### src/rtl/booth_alu.sv
// Signed ADD/SUB ALU (optional saturation) with a sequential radix-2 Booth multiplier.
// One request in flight at a time; valid/ready handshake on both sides.
module booth_alu #(
  parameter int WIDTH = 32,
  parameter bit SAT   = 1'b0
) (
  input  logic                 clk,
  input  logic                 rst,
  input  logic                 in_valid,
  output logic                 in_ready,
  input  logic [1:0]           op,
  input  logic [WIDTH-1:0]     in1,
  input  logic [WIDTH-1:0]     in2,
  output logic                 out_valid,
  input  logic                 out_ready,
  output logic [2*WIDTH-1:0]   result,
  output logic                 ovf,
  output logic                 zero,
  output logic                 neg,
  output logic                 err
);

  localparam int CW = $clog2(WIDTH + 1);
  localparam logic [1:0] OP_ADD = 2'b00;
  localparam logic [1:0] OP_SUB = 2'b01;
  localparam logic [1:0] OP_MUL = 2'b10;

  typedef enum logic [1:0] {IDLE, MUL, DONE} state_t;

  state_t               state_reg, state_next;
  logic [WIDTH-1:0]     mcand_reg, mcand_next;
  logic [WIDTH:0]       a_reg, a_next;
  logic [WIDTH-1:0]     q_reg, q_next;
  logic                 q1_reg, q1_next;
  logic [CW-1:0]        cnt_reg, cnt_next;
  logic [2*WIDTH-1:0]   result_reg, result_next;
  logic                 ovf_reg, ovf_next;
  logic                 zero_reg, zero_next;
  logic                 neg_reg, neg_next;
  logic                 err_reg, err_next;

  logic                 load_res;
  logic [WIDTH-1:0]     sum_raw;
  logic                 as_ovf;
  logic [WIDTH-1:0]     as_val;
  logic [WIDTH:0]       m_ext;
  logic [WIDTH:0]       a_sum;

  // ADD/SUB path works straight off the request inputs since it completes at the accept edge
  always_comb begin
    sum_raw = (op == OP_SUB) ? (in1 - in2) : (in1 + in2);
    if (op == OP_SUB)
      as_ovf = (in1[WIDTH-1] != in2[WIDTH-1]) && (sum_raw[WIDTH-1] != in1[WIDTH-1]);
    else
      as_ovf = (in1[WIDTH-1] == in2[WIDTH-1]) && (sum_raw[WIDTH-1] != in1[WIDTH-1]);
    as_val = sum_raw;
    if (SAT && as_ovf)
      as_val = in1[WIDTH-1] ? {1'b1, {(WIDTH-1){1'b0}}} : {1'b0, {(WIDTH-1){1'b1}}};
  end

  // One Booth step; A carries an extra sign bit so subtracting the most negative multiplicand cannot overflow
  always_comb begin
    m_ext = {mcand_reg[WIDTH-1], mcand_reg};
    case ({q_reg[0], q1_reg})
      2'b01:   a_sum = a_reg + m_ext;
      2'b10:   a_sum = a_reg - m_ext;
      default: a_sum = a_reg;
    endcase
  end

  always_comb begin
    state_next  = state_reg;
    mcand_next  = mcand_reg;
    a_next      = a_reg;
    q_next      = q_reg;
    q1_next     = q1_reg;
    cnt_next    = cnt_reg;
    result_next = result_reg;
    ovf_next    = ovf_reg;
    err_next    = err_reg;
    zero_next   = zero_reg;
    neg_next    = neg_reg;
    load_res    = 1'b0;

    case (state_reg)
      IDLE: begin
        if (in_valid) begin
          case (op)
            OP_ADD, OP_SUB: begin
              result_next = {{WIDTH{as_val[WIDTH-1]}}, as_val};
              ovf_next    = as_ovf;
              err_next    = 1'b0;
              load_res    = 1'b1;
              state_next  = DONE;
            end
            OP_MUL: begin
              mcand_next = in1;
              a_next     = '0;
              q_next     = in2;
              q1_next    = 1'b0;
              cnt_next   = CW'(WIDTH);
              state_next = MUL;
            end
            default: begin
              result_next = '0;
              ovf_next    = 1'b0;
              err_next    = 1'b1;
              load_res    = 1'b1;
              state_next  = DONE;
            end
          endcase
        end
      end
      MUL: begin
        if (cnt_reg != '0) begin
          a_next   = {a_sum[WIDTH], a_sum[WIDTH:1]};
          q_next   = {a_sum[0], q_reg[WIDTH-1:1]};
          q1_next  = q_reg[0];
          cnt_next = cnt_reg - CW'(1);
        end else begin
          // All steps done: the product sits in the low bits of {A,Q}
          result_next = {a_reg[WIDTH-1:0], q_reg};
          ovf_next    = 1'b0;
          err_next    = 1'b0;
          load_res    = 1'b1;
          state_next  = DONE;
        end
      end
      DONE: begin
        if (out_ready)
          state_next = IDLE;
      end
      default: state_next = IDLE;
    endcase

    if (load_res) begin
      zero_next = (result_next == '0);
      neg_next  = result_next[2*WIDTH-1];
    end
  end

  always_ff @(posedge clk) begin
    if (rst) begin
      state_reg  <= IDLE;
      mcand_reg  <= '0;
      a_reg      <= '0;
      q_reg      <= '0;
      q1_reg     <= 1'b0;
      cnt_reg    <= '0;
      result_reg <= '0;
      ovf_reg    <= 1'b0;
      zero_reg   <= 1'b0;
      neg_reg    <= 1'b0;
      err_reg    <= 1'b0;
    end else begin
      state_reg  <= state_next;
      mcand_reg  <= mcand_next;
      a_reg      <= a_next;
      q_reg      <= q_next;
      q1_reg     <= q1_next;
      cnt_reg    <= cnt_next;
      result_reg <= result_next;
      ovf_reg    <= ovf_next;
      zero_reg   <= zero_next;
      neg_reg    <= neg_next;
      err_reg    <= err_next;
    end
  end

  assign in_ready  = (state_reg == IDLE);
  assign out_valid = (state_reg == DONE);
  assign result    = result_reg;
  assign ovf       = ovf_reg;
  assign zero      = zero_reg;
  assign neg       = neg_reg;
  assign err       = err_reg;

endmodule

### config.mk
export PLATFORM = sky130hd
export DESIGN_NAME = booth_alu
export DESIGN_NICKNAME = d
export VERILOG_FILES = /design/src/rtl/booth_alu.sv
export SDC_FILE = /design/constraint.sdc
export NUM_CORES = 1
export LEC_CHECK = 0
export BUFFER_PORTS_ARGS = -buffer_cell sky130_fd_sc_hd__buf_2
export CAP_MARGIN = 20
export CORE_MARGIN = 2
export CORE_UTILIZATION = 30
export CTS_CLUSTER_SIZE = 12
export DETAILED_ROUTE_END_ITERATION = 7
export HOLD_SLACK_MARGIN = 0.08
export PLACE_DENSITY = 0.43
export SLEW_MARGIN = 25
export SYNTH_ARGS = -nofsm -noshare
export SYNTH_HDL_FRONTEND = slang
export SYNTH_SLANG_ARGS = --single-unit
### constraint.sdc
create_clock -name clk -period 7.2 [get_ports clk]
set_input_delay 1.44 -clock clk [delete_from_list [all_inputs] [get_ports clk]]
set_output_delay 1.44 -clock clk [all_outputs]
set_load 0.02 [all_outputs]
## Word-level counts from Yosys, hierarchy flattened

Cells that the tools add are included.

| cells by class | value |
|---|---|
| shift-type cells | 0 |
| multipliers | 0 |
| bitwise gates (word level) | 0 |
| muxes and demuxes | 39 |
| equality and inequality tests | 15 |
| $lt $le $gt $ge | 0 |
| div/mod/pow operators | 0 |
| add/sub/neg operators | 5 |
| reductions and logical operators | 12 |

Operator list:

| cell | count |
|---|---|
| one-hot mux 64 bit (2 select lines) | 2 |
| one-hot mux 33 bit (2 select lines) | 2 |
| two-way mux 32 bit | 4 |
| two-way mux 64 bit | 2 |
| two-way mux 33 bit | 3 |
| logical NOT 64 bit | 1 |
| one-hot mux 32 bit (2 select lines) | 1 |
| adder 33 bit | 1 |
| subtractor 33 bit | 1 |
| adder 32 bit | 1 |
| subtractor 32 bit | 1 |
| two-way mux 6 bit | 3 |
| one-hot mux 1 bit (2 select lines) | 6 |
| one-hot mux 6 bit (2 select lines) | 1 |
| two-way mux 1 bit | 10 |
| two-way mux 2 bit | 4 |
| inequality test 2 bit, second input constant | 4 |
| AND reduction 4 bit | 2 |
| == test 2 x 1 -> 1 bit, second input constant | 3 |
| == test 2 bit, second input constant | 3 |
| one-hot mux 2 bit (3 select lines) | 1 |
| AND reduction 3 bit | 2 |
| nonzero test 6 bit | 1 |
| subtractor 6 x 1 -> 6 bit, second input constant | 1 |
| 7 further kinds | 11 |

| word-level totals | value |
|---|---|
| word-level logic and storage cells | 82 |
| memory bits (read-only) | 0 |
| bits in registers | 174 |
| output and inout bits | 70 |
| input bits | 70 |
| memories kept | 0 |
| latch bits | 0 |
| memory bits (writable) | 0 |

## Longest topological paths before layout

| logic depth | value |
|---|---|
| depth after elaboration | 8 |
| mapped depth | 24 |
| depth with buffers taken out | 21 |

## Least setup slack after synthesis

Ideal clock, no wire load.

| path | value |
|---|---|
| path type | in2reg |
| start point | input port in2[6] |
| end point | register zero_reg (netlist: zero) |
| path buffers | 2 |
| library setup time | 0.061 ns |
| stages | 22 |
| arrival | 6.192 ns |
| path slack | 0.947 ns |
| path through | nor4_1 > nand2b_1 > or4_1 > or2_2 > clkbuf_1 > nor3_1 > a21oi_1 > xnor2_1 > ha_1 > and3_1 > clkbuf_1 > nand3_1 > nor2_1 > a21oi_1 > a31oi_1 > a311oi_1 > or2_1 > o311ai_0 > or4_1 > or4_1 > nor4_2 > a32o_1 |

| on the way | value |
|---|---|
| cells in the longest elaborated chain, start to end | 6 |
| elaborated cells between the ends (all ways) | 7 |
| classes of those cells | add/sub: 2; mux: 4; reduce/logical: 1 |

RTL lines:

| element | line | text |
|---|---|---|
| start: declaration | 13 | `input logic [WIDTH-1:0] in2,` |
| adder 32 bit / subtractor 32 bit (equally long branches) | 51 | `sum_raw = (op == OP_SUB) ? (in1 - in2) : (in1 + in2);` |
| two-way mux 32 bit * | 51 |  |
| one-hot mux 64 bit (2 select lines) * | 88 | `case (op)` |
| two-way mux 64 bit * | 87 | `if (in_valid) begin` |
| one-hot mux 64 bit (2 select lines) * | 85 | `case (state_reg)` |
| logical NOT 64 bit * | 137 | `zero_next = (result_next == '0);` |
| end signal: assignment | 164 | `zero_reg <= zero_next;` |
| end: declaration | 38 | `logic zero_reg, zero_next;` |

Mark *: on every way between the ends. The rest lies on a longest branch, timed or not.
A chain may end at the register's enable or synchronous reset.

## Worst setup path in the final report

Ends and elaborated chain as after synthesis.

==> qor.yml <==
yosys:
  synth_mux_area_share_pct: 0.985
  synth_area_um2: 12500
  ys_types: 90
  synth_fa_ha_area_share_pct: 7.05
  yosysWarnings: 0
  synth_top_area_cell: "dfxtp_1"
  yosys.area_share.simple_pct: 22.8
  synth_top_family_by_area: "compound AO/OA/AOI/OAI gates"
  synth_edf_count: 0
  netlist_instances: 1660
  ys_ff_latch: 173
  ys_async_sr_fraction_pct: 0
  syn_nets: 1799
  yosys.area_share.xor_xnor_pct: 7.73
  synth_compound_gate_area_share_pct: 29.4
  synth_top_cell_area_share_pct: 27.8
  ys_seq_area_share_pct: 27.8
  ys.flop_type: "dfxtp_1"
  synth.avg_cell_area_um2: 7.50
  synthTopCellsByArea: "dfxtp_1 28%, a21oi_1 8.4%, nand2_1 6.8%"
pwr:
  ir_drop_uv: 161
  power_leakage_nw: 5.71
  power.total_mw: 3.22
  powerDensity_nw_per_um2: 225
timing:
  clock_skew_ns: 0.0129
  fin_tns_setup_ns: 0
  timing.final.ws_setup_ns: 0.753
  period_share_pct: 89.5
  final.min_clock_period_ns: 6.45
  max_freq_mhz: 155
  rsz0062_at_grt: "no"
  maxSlewHeadroom_pct: 36.8
  finalMaxSlewViolations: 0
  hold_viol: 0
  worst_hold_slack_ns: 0.457
  worstMarginPinSlew_ns: 0.945
  setup_viol: 0
drt:
  wl_per_cell_um: 21.7
  drtAntennaViolNets: 0
  wl_met3_um: 1890
  routed_wl_um: 49600
  drt_iter0_drc: 889
  dr.pass1.iters: 6
  wl_met1_um: 23700
  drc: 0
  route.met2.wl_um: 23100
  vias: 12700
  viasPerCell: 5.54
  routed.top_layer: "met5"
final_layout:
  largest_reg_flops: 64
  finalInstanceArea_um2: 14300
  antennaDiodeCount: 0
  area_growth_syn_to_layout_pct: 14.6
  nets: 1879
  drive_gt1_share_pct: 13.5
clock_network:
  htreeDepth: 4
  cts-buffers-inserted: 17
  cts_root_buffer: "clkbuf_16"
  clk_latency_ns: 0.46
  cts_tree: "done"
  post-cts-setup-buffers: 0
  post_cts_resized: 0
  cts_sinks: 173
  clockBufferDepth: 2
  ctsHoldBuffers: 0
  clk_pin_slew_ns: 0.08
place:
  port_buffers: 139
  dpl.hpwl_um: 36400
  place_ws_ns: 0.310
  place_area_um2: 13700
  place_congestion: 0.856
grt:
  grt_pass1_wl_um: 75400
  gr-total-overflow: 0
  grt_pass1_vias: 12200
  antenna_found_initial: 1
  grt_max_degree: 68
  grt_use_total_pct: 22.5
critical_path:
  cpMostUsedCell: "or4_1"
  reg2reg_depth: 18
  worstSetupPathType: "primary input to flop"
  r2r_start: "mcand_reg[2]"
  cp_max_fo: 9
  critical_path_arrival_ns: 6.85
  required_ns: 7.60
  cpPeakStageDelay_ns: 0.56
  r2r-end: "a_reg[31]"
  cp-start-kind: "primary input"
  cp_slowest_cell: "or4_1"
  reg2reg_slack_ns: 2.15
  cp-end-kind: "flop"
  critical_path.cell_chain: "buf_2 -> nor4_1 -> nand2b_1 -> or4_1 -> or2_2 -> o31ai_1 -> xor2_1 -> ha_1 -> and3_1 -> nand2_1 -> or3_1 -> o32a_1 -> o21ai_2 -> a311oi_1 -> or2_1 -> o311ai_0 -> or4_1 -> or4_1 -> nor4_2 -> a32o_1"
floorplan:
  dieWidth_um: 208
  io-pin-count: 140
  core-area_um2: 40900
  dieArea_um2: 43100
  floorplan.initialDensity_pct: 30.4
  dieHeight_um: 208
  num_rows: 74
worst_hold_path:
  hold_path_end: "q1_reg"
  whs_path_depth: 2
  hp-class: "flop to flop"
  min_from: "q1_reg"
job:
  max-cap-violations: 0
outcome:
  outcome: "finished clean"
[report_power, final]
part	switching, mW	total (mW)	internal, mW
registers	0.0588	1.07	1.01
clock network	0.441	0.984	0.543
logic	0.730	1.16	0.432
total	1.23	3.22	1.99
[placed cells by master (no fill, tap or decap), types with 20 or more instances in the layout]
cell type,netlist,layout
a21o_1,35,35
nor3_1,47,47
a21oi_1,209,209
ha_1,67,67
nand3_1,43,42
nor2_1,134,131
buf_4,0,27
o21ai_0,73,73
xor2_1,37,37
a22oi_1,53,53
buf_2,10,138
a31oi_1,20,20
inv_1,30,30
nand2_1,225,224
nand2b_1,26,26
xnor2_1,71,71
dfxtp_1,173,172
[cell usage after synthesis, types with 17 or more instances]
library cell,instances
a21o_1,35
a21oi_1,209
a22o_1,17
a22oi_1,53
a31oi_1,20
and3_1,17
clkbuf_1,84
dfxtp_1,173
ha_1,67
inv_1,30
nand2_1,225
nand2b_1,26
nand3_1,43
nor2_1,134
nor3_1,47
nor4_1,17
o21ai_0,73
xnor2_1,71
xor2_1,37
[worst max path at each step]
| stage | end | cells past startpoint | start |
|---|---|---|---|
| 6_report | zero | 20 | in2[6] |
| 2_1_floorplan | zero | 22 | in2[6] |
| 4_1_cts | zero | 20 | in2[6] |
| 3_5_place_dp | zero | 20 | in2[6] |
| 3_3_place_gp | zero | 20 | in2[6] |
| 5_1_grt | zero | 22 | in2[6] |
[per-layer routing]
layer	track usage, %	up-vias
li1	-	6241
met1	30.7	6076
met2	37.0	298
met3	3.07	51
met4	6.24	2
met5	0	-
[cell families (layout without fill, tap and decap cells)]
kind of cell	Yosys count	in the layout
fa+ha+maj	69	69
xor+xnor	109	109
mux	12	12
buf+inv	136	229
simple gates	601	601
compound gates	560	560
flops	173	173
[area by class of cell]
cell class / count / area (µm²)
Fill cell: 4452 / 26700
Clock buffer: 21 / 470
Tap cell: 532 / 666
Multi-Input combinational cell: 1351 / 8520
Sequential cell: 173 / 3460
Timing Repair Buffer: 166 / 905
Clock inverter: 11 / 135
Inverter: 31 / 116
[metrics by stage]
stage | instances | utilization (%)
after floorplan | 1660 | -
after global placement | 2253 | 33.4
after detailed placement | 2253 | 33.4
after CTS | 2285 | 34.9
after global routing | 2285 | 34.9
final | 2285 | 34.9
[critical path: cells and delay by family]
kind | cells | cell delay [ns]
adders and majority gates | 1 | 0.34
and+or+nand+nor | 11 | 3.47
xor gates and xnor gates | 1 | 0.18
AOI/OAI and AO/OA | 6 | 1.28
buffers and inverters | 1 | 0.12
Note: power is estimated with default switching activity, not from simulation.
